--- src/rtl/matrix_scan_driver.sv ---
`default_nettype none
// ============================================================================
//  Module   : matrix_scan_driver
//  Purpose  : HUB75 scan sequencer; fetches pixels column by column, shifts one
//             bit-plane per pass and shows it with binary-coded modulation.
//  Revision : 1.0  initial release
// ============================================================================
module matrix_scan_driver #(
    parameter int COL_BITS       = 6,
    parameter int ROW_BITS       = 4,
    parameter int LOAD_CYCLES    = 5,
    parameter int BASE_OE_CYCLES = 8
) (
    input  logic                clk_in,
    input  logic                reset,
    input  logic                enable,
    output logic [COL_BITS-1:0] column_address,
    output logic [ROW_BITS-1:0] row_address,
    output logic                pixel_load_start,
    input  logic [15:0]         rgb565_top,
    input  logic [15:0]         rgb565_bottom,
    output logic [2:0]          panel_rgb1,
    output logic [2:0]          panel_rgb2,
    output logic                panel_clk,
    output logic                panel_latch,
    output logic                panel_oe_n,
    output logic [ROW_BITS-1:0] panel_row,
    output logic                frame_start
);

    localparam int c_LOAD_W = $clog2(LOAD_CYCLES);
    localparam int c_OE_W   = $clog2(BASE_OE_CYCLES << 5) + 1;

    localparam logic [c_LOAD_W-1:0] c_LOAD_LAST = c_LOAD_W'(LOAD_CYCLES - 1);
    localparam logic [c_OE_W-1:0]   c_OE_BASE   = c_OE_W'(BASE_OE_CYCLES);
    localparam logic [2:0]          c_LAST_PLANE = 3'd5;

    localparam logic [2:0] c_ST_IDLE     = 3'd0;
    localparam logic [2:0] c_ST_LOAD     = 3'd1;
    localparam logic [2:0] c_ST_SHIFT_LO = 3'd2;
    localparam logic [2:0] c_ST_SHIFT_HI = 3'd3;
    localparam logic [2:0] c_ST_LATCH    = 3'd4;
    localparam logic [2:0] c_ST_DISPLAY  = 3'd5;

    logic [2:0]          r_state;
    logic [2:0]          r_plane;
    logic [ROW_BITS-1:0] r_row;
    logic [COL_BITS-1:0] r_col;
    logic [c_LOAD_W-1:0] r_load_cnt;
    logic [c_OE_W-1:0]   r_oe_cnt;

    logic [c_OE_W-1:0]   w_oe_last;
    logic                w_last_plane;
    logic [2:0]          w_plane_next;
    logic [ROW_BITS-1:0] w_row_next;

    // Plane 0 carries only the extra green LSB; red/blue start at plane 1.
    function automatic logic [2:0] plane_bits(input logic [15:0] px, input logic [2:0] p);
        logic [4:0] r5;
        logic [5:0] g6;
        logic [4:0] b5;
        logic       r;
        logic       g;
        logic       b;
        r5 = px[15:11];
        g6 = px[10:5];
        b5 = px[4:0];
        g  = g6[p];
        r  = (p == 3'd0) ? 1'b0 : r5[p - 3'd1];
        b  = (p == 3'd0) ? 1'b0 : b5[p - 3'd1];
        return {b, g, r};
    endfunction

    assign column_address = r_col;
    assign row_address    = r_row;

    assign w_oe_last    = (c_OE_BASE << r_plane) - c_OE_W'(1);
    assign w_last_plane = (r_plane == c_LAST_PLANE);
    assign w_plane_next = w_last_plane ? 3'd0 : r_plane + 3'd1;
    assign w_row_next   = w_last_plane ? r_row + ROW_BITS'(1) : r_row;

    always_ff @(posedge clk_in or posedge reset) begin
        if (reset) begin
            r_state          <= c_ST_IDLE;
            r_plane          <= 3'd0;
            r_row            <= '0;
            r_col            <= '0;
            r_load_cnt       <= '0;
            r_oe_cnt         <= '0;
            pixel_load_start <= 1'b0;
            panel_rgb1       <= 3'd0;
            panel_rgb2       <= 3'd0;
            panel_clk        <= 1'b0;
            panel_latch      <= 1'b0;
            panel_oe_n       <= 1'b1;
            panel_row        <= '0;
            frame_start      <= 1'b0;
        end else begin
            pixel_load_start <= 1'b0;
            frame_start      <= 1'b0;
            case (r_state)
                c_ST_IDLE: begin
                    if (enable) begin
                        r_state          <= c_ST_LOAD;
                        r_col            <= '0;
                        r_load_cnt       <= '0;
                        pixel_load_start <= 1'b1;
                        frame_start      <= (r_row == '0) && (r_plane == 3'd0);
                    end
                end
                c_ST_LOAD: begin
                    // Fetch data is only trusted on the final wait cycle.
                    if (r_load_cnt == c_LOAD_LAST) begin
                        panel_rgb1 <= plane_bits(rgb565_top, r_plane);
                        panel_rgb2 <= plane_bits(rgb565_bottom, r_plane);
                        r_state    <= c_ST_SHIFT_LO;
                    end else begin
                        r_load_cnt <= r_load_cnt + c_LOAD_W'(1);
                    end
                end
                c_ST_SHIFT_LO: begin
                    panel_clk <= 1'b1;
                    r_state   <= c_ST_SHIFT_HI;
                end
                c_ST_SHIFT_HI: begin
                    panel_clk <= 1'b0;
                    if (r_col == '1) begin
                        panel_latch <= 1'b1;
                        panel_row   <= r_row;
                        r_state     <= c_ST_LATCH;
                    end else begin
                        r_col            <= r_col + COL_BITS'(1);
                        r_load_cnt       <= '0;
                        pixel_load_start <= 1'b1;
                        r_state          <= c_ST_LOAD;
                    end
                end
                c_ST_LATCH: begin
                    panel_latch <= 1'b0;
                    panel_oe_n  <= 1'b0;
                    r_oe_cnt    <= '0;
                    r_state     <= c_ST_DISPLAY;
                end
                c_ST_DISPLAY: begin
                    if (r_oe_cnt == w_oe_last) begin
                        panel_oe_n <= 1'b1;
                        r_plane    <= w_plane_next;
                        r_row      <= w_row_next;
                        // enable is only honoured here and in IDLE, at pass boundaries.
                        if (enable) begin
                            r_state          <= c_ST_LOAD;
                            r_col            <= '0;
                            r_load_cnt       <= '0;
                            pixel_load_start <= 1'b1;
                            frame_start      <= (w_row_next == '0) && (w_plane_next == 3'd0);
                        end else begin
                            r_state <= c_ST_IDLE;
                        end
                    end else begin
                        r_oe_cnt <= r_oe_cnt + c_OE_W'(1);
                    end
                end
                default: begin
                    r_state <= c_ST_IDLE;
                end
            endcase
        end
    end

endmodule
`default_nettype wire

--- config.mk ---
export PLATFORM = sky130hd
export DESIGN_NAME = matrix_scan_driver
export DESIGN_NICKNAME = d
export VERILOG_FILES = /design/src/rtl/matrix_scan_driver.sv
export SDC_FILE = /design/constraint.sdc
export NUM_CORES = 1
export LEC_CHECK = 0
export BUFFER_PORTS_ARGS = -buffer_cell sky130_fd_sc_hd__buf_2
export CORE_ASPECT_RATIO = 1.4
export CORE_UTILIZATION = 59
export DETAILED_ROUTE_END_ITERATION = 10
export GPL_TIMING_DRIVEN = 0
export HOLD_SLACK_MARGIN = 0.12
export PLACE_DENSITY = 0.85
export REMOVE_ABC_BUFFERS = 1
export SYNTH_ARGS = -nofsm -noshare
export SYNTH_HDL_FRONTEND = slang
export SYNTH_SLANG_ARGS = --single-unit
--- constraint.sdc ---
create_clock -name clk_in -period 5.9 [get_ports clk_in]
set_input_delay 0 -clock clk_in [delete_from_list [all_inputs] [get_ports clk_in]]
set_output_delay 0 -clock clk_in [all_outputs]
set_load 0.02 [all_outputs]
==> Flow_metrics.wiki <==
{| class="wikitable"
! Metric !! Value
|-
| Result of the run || complete, no violations
|-
| Starting DRC count in detailed routing || 92
|-
| Critical R2R Launch || r_plane[0]
|-
| Master cell of the clock root buffer || sky130_fd_sc_hd__clkbuf_8
|-
| Total setup buffers inserted after CTS || 0
|-
| Data required time at the worst endpoint || 6.09 ns
|-
| CP most frequent cell || sky130_fd_sc_hd__ha_1
|-
| Final nets || 412
|-
| CP Max Fanout || 30
|-
| Worst-path cell with the longest stage delay || sky130_fd_sc_hd__dfrtp_1
|-
| Syn_area_per_cell || around 9 sq um
|-
| Aggregate routed wire length || between 6000 and 7000 microns
|-
| Number of instances resized during post-cts repair || 0
|-
| Max-slew violation count || 0
|-
| Simple-gate area share of the yosys netlist || a little over a fifth
|-
| Mux cell area share after synthesis || 6.512%
|-
| Number of hold buffers added after CTS || 2
|-
| Average via count per standard cell || 5.793
|-
| Horiz. Die Dim || roughly 60 microns
|-
| Tightest Pin Transition || between 0.8 and 0.9 ns
|-
| Share of flip-flops with an asynchronous set or reset || between 90% and 100%
|-
| VDD IR-drop max || ~0.26 mV
|-
| Fraction of synthesized cell area in xor and xnor cells || about 5%
|-
| Number of endpoints failing setup at the final stage || 0
|-
| Hold Crit Class || input pin to flip-flop
|-
| Seq/Total Area, Yosys || approximately 38%
|-
| Top Ports || 60
|-
| Number of detailed-route iterations in the first pass || 5
|-
| Number of global-route vias before repair || 2262
|-
| Tightest slew margin relative to the limit || 40.47%
|-
| Largest net degree at the start of global routing || 44
|-
| Port Buffers || 59
|-
| Clock tree from TritonCTS || yes
|-
| Maximum clock frequency || 0.2383 GHz
|-
| Critical path endpoint category || flip-flop
|-
| Yosys warnings || 0
|-
| Syn-to-layout area delta || 15.52%
|-
| Core Box Area || 4536 sq um
|-
| Clock latency reported for the late side of the worst-skew pair || 0.30 ns
|-
| Number of design rule violations left after detail routing || 0
|-
| Number of cell rows || 29
|-
| Worst path cell trace || inv_1 -> ha_1 -> nand2b_1 -> ha_1 -> nor2_1 -> a2111o_1 -> a2111oi_4 -> nand3_2 -> nor3_1 -> mux2_2
|-
| Final critical-path share of the clock period || approximately 71%
|-
| Chip Height || 83.59 microns
|-
| Initial antenna violation count || 0
|-
| Leakage power || about 0.0016 uW
|-
| Number of maximum-capacitance constraint violations || 0
|-
| Min-delay src || rgb565_bottom[4]
|-
| Final min period || 4.197 ns
|-
| Yosys top cell by area || sky130_fd_sc_hd__dfrtp_1
|-
| Clock-pin slew reported for the worst setup and hold paths after clock tree synthesis || about 0.09 ns
|-
| Clock buffer depth || 2
|-
| Total die area || a little over 5000 sq um
|-
| Number of enable-type register cells in the synthesized netlist || 0
|-
| CTS H-Tree Depth || 2
|-
| Critical path launch point || r_plane[0]
|-
| Synth cell types || 58
|-
| Post-synthesis cell area || 2805 sq um
|-
| Clock sinks || 43
|-
| Kind of start point of the critical path || flip-flop
|-
| Pwr Density || roughly 300 nW/um^2
|-
| Final weighted congestion in routability-driven placement || 0.8407
|-
| CP Data Arrival Time || 4.39 ns
|-
| DR WL/cell || 14.39 microns
|-
| Unrepaired setup endpoints after global routing || no
|-
| Worst clock skew || about 0.010 ns
|-
| GR Util All Layers || 25.45%
|-
| Utilization after layout || a little under three quarters
|-
| Starting density of the core || ~60%
|-
| Category of the critical setup timing path || flip-flop to flip-flop
|-
| HPWL reported at the end of detailed placement || 4346 microns
|-
| Post-synthesis compound-gate area fraction || roughly 18%
|-
| Leading post-synthesis cells by cell area || sky130_fd_sc_hd__dfrtp_1 (37%), sky130_fd_sc_hd__ha_1 (6.2%), sky130_fd_sc_hd__nand2_1 (6.2%)
|-
| Overflow left after global routing || 0
|-
| Post-synth top cells || sky130_fd_sc_hd__nand2_1 (46), sky130_fd_sc_hd__dfrtp_1 (42), sky130_fd_sc_hd__o21ai_0 (18), sky130_fd_sc_hd__nor2_1 (16), sky130_fd_sc_hd__nor3_1 (15)
|-
| Number of instances in the synthesized netlist || 310
|-
| Fraction of layout instances using a drive strength above 1 || 23.63%
|-
| Main flop type after synthesis || sky130_fd_sc_hd__dfrtp_1
|-
| Longest individual stage delay on the worst path || 0.80 ns
|-
| CTS Buf Count || 5
|-
| Fraction of the mapped netlist area in adder cells || about 6.2%
|-
| Global-route wire length before repair || between 9000 and 10000 microns
|-
| Count of inserted antenna diode cells || 0
|-
| Total negative slack for setup checks || 0 ns
|-
| Area share of the largest cell type after synthesis || a little under two fifths
|-
| Synthesized flop and latch total || 43
|-
| Number of antenna-violating nets in the routed design || 0
|-
| Combinational family with the most area after synthesis || simple AND/OR/NAND/NOR gates
|-
| Number of vias in the routed layout || 2468
|-
| Most instantiated library cell after synthesis || sky130_fd_sc_hd__nand2_1
|-
| Number of failing hold endpoints at the final stage || 0
|}
-- final timing paths --
kind,to,slack (ns),cells past startpoint
min in group asynchronous,row_address[1],0.44,3
max in group asynchronous,r_oe_cnt[1],4.90,3
max reg2reg,row_address[1],1.70,10
min,panel_rgb2[2],0.14,5
max,row_address[1],1.70,10
min reg2reg,panel_rgb1[1],0.48,2
-- cell usage in the layout (no fill, tap or decap), types with 9 or more instances in the layout --
cell type / netlist / layout
sky130_fd_sc_hd__inv_1: 14 / 13
sky130_fd_sc_hd__nor3_1: 15 / 15
sky130_fd_sc_hd__nor2_1: 16 / 16
sky130_fd_sc_hd__dfrtp_1: 42 / 42
sky130_fd_sc_hd__buf_2: 2 / 59
sky130_fd_sc_hd__xnor2_1: 9 / 9
sky130_fd_sc_hd__a21oi_1: 14 / 14
sky130_fd_sc_hd__ha_1: 14 / 14
sky130_fd_sc_hd__nand2_1: 46 / 46
sky130_fd_sc_hd__nand3_1: 10 / 10
sky130_fd_sc_hd__o21ai_0: 18 / 18
-- layer usage --
metal	GRT usage [%]	wire [microns]	share of wire [%]
met5	0	0	0
met4	10.15	105	1.7
met3	4.031	251	4.1
met2	43.96	3137	51
met1	30.23	2636	43
-- kinds of logic (layout without fill, tap and decap cells) --
kind of cell             Yosys count  after routing
flip-flops                        43             43
XOR/XNOR                          16             16
multiplexers                      14             14
AND/OR/NAND/NOR                  125            125
buffers and inverters             29             83
adder cells (fa/ha/maj)           14             14
AO/OA/AOI/OAI                     69             69
-- worst max-delay path, delay by kind of cell (launching register included) --
| family | cells | cell delay [ns] |
|---|---|---|
| adders and majority gates | 2 | 0.57 |
| and+or+nand+nor | 4 | 1.31 |
| AOI/OAI and AO/OA | 2 | 0.68 |
| buffers and inverters | 1 | 0.32 |
| DFF | 1 | 0.80 |
| muxes | 1 | 0.39 |
-- state kept, by name, summed over array words and instances, names as in the netlist --
register / cells
panel_oe_n: 1
row_address: 4
r_plane: 3
frame_start: 1
pixel_load_start: 1
panel_clk: 1
column_address: 6
panel_latch: 1
panel_rgb2: 3
r_state: 3
r_oe_cnt: 9
panel_row: 4
panel_rgb1: 3
r_load_cnt: 3
-- stage by stage --
step	std cells	total power [uW]	hold slack (ns)	cell area (sq um)	worst slack (ns)
finish	426	956.3	0.1398	3241	1.703
global route	426	1020	0.1843	3241	1.410
CTS	426	965.0	0.1381	3241	1.723
detailed placement	416	730.5	0.2481	3108	1.747
global placement	416	720.3	0.2787	3108	1.858
floorplan	295	630.0	0.1221	2735	2.442
-- final cells by class --
| cell class | count | area, sq um |
|---|---|---|
| multi-input cells | 238 | 1605 |
| fillers | 339 | 1295 |
| flip-flops and latches | 43 | 1077 |
| repair buffers | 61 | 315.3 |
| well taps | 62 | 77.57 |
| clock buffers | 5 | 68.82 |
| inverters | 14 | 52.55 |
| clock inverters | 3 | 43.79 |
-- power by group --
part,leakage [uW],internal [uW],switching (uW),total (uW)
Combinational,0.000965,128,184,312
Sequential,0.000548,353,62.6,415
Clock,0.0000581,126,103,229
Total,0.00157,607,350,956
No activity file was read; power rests on OpenSTA's default activity.
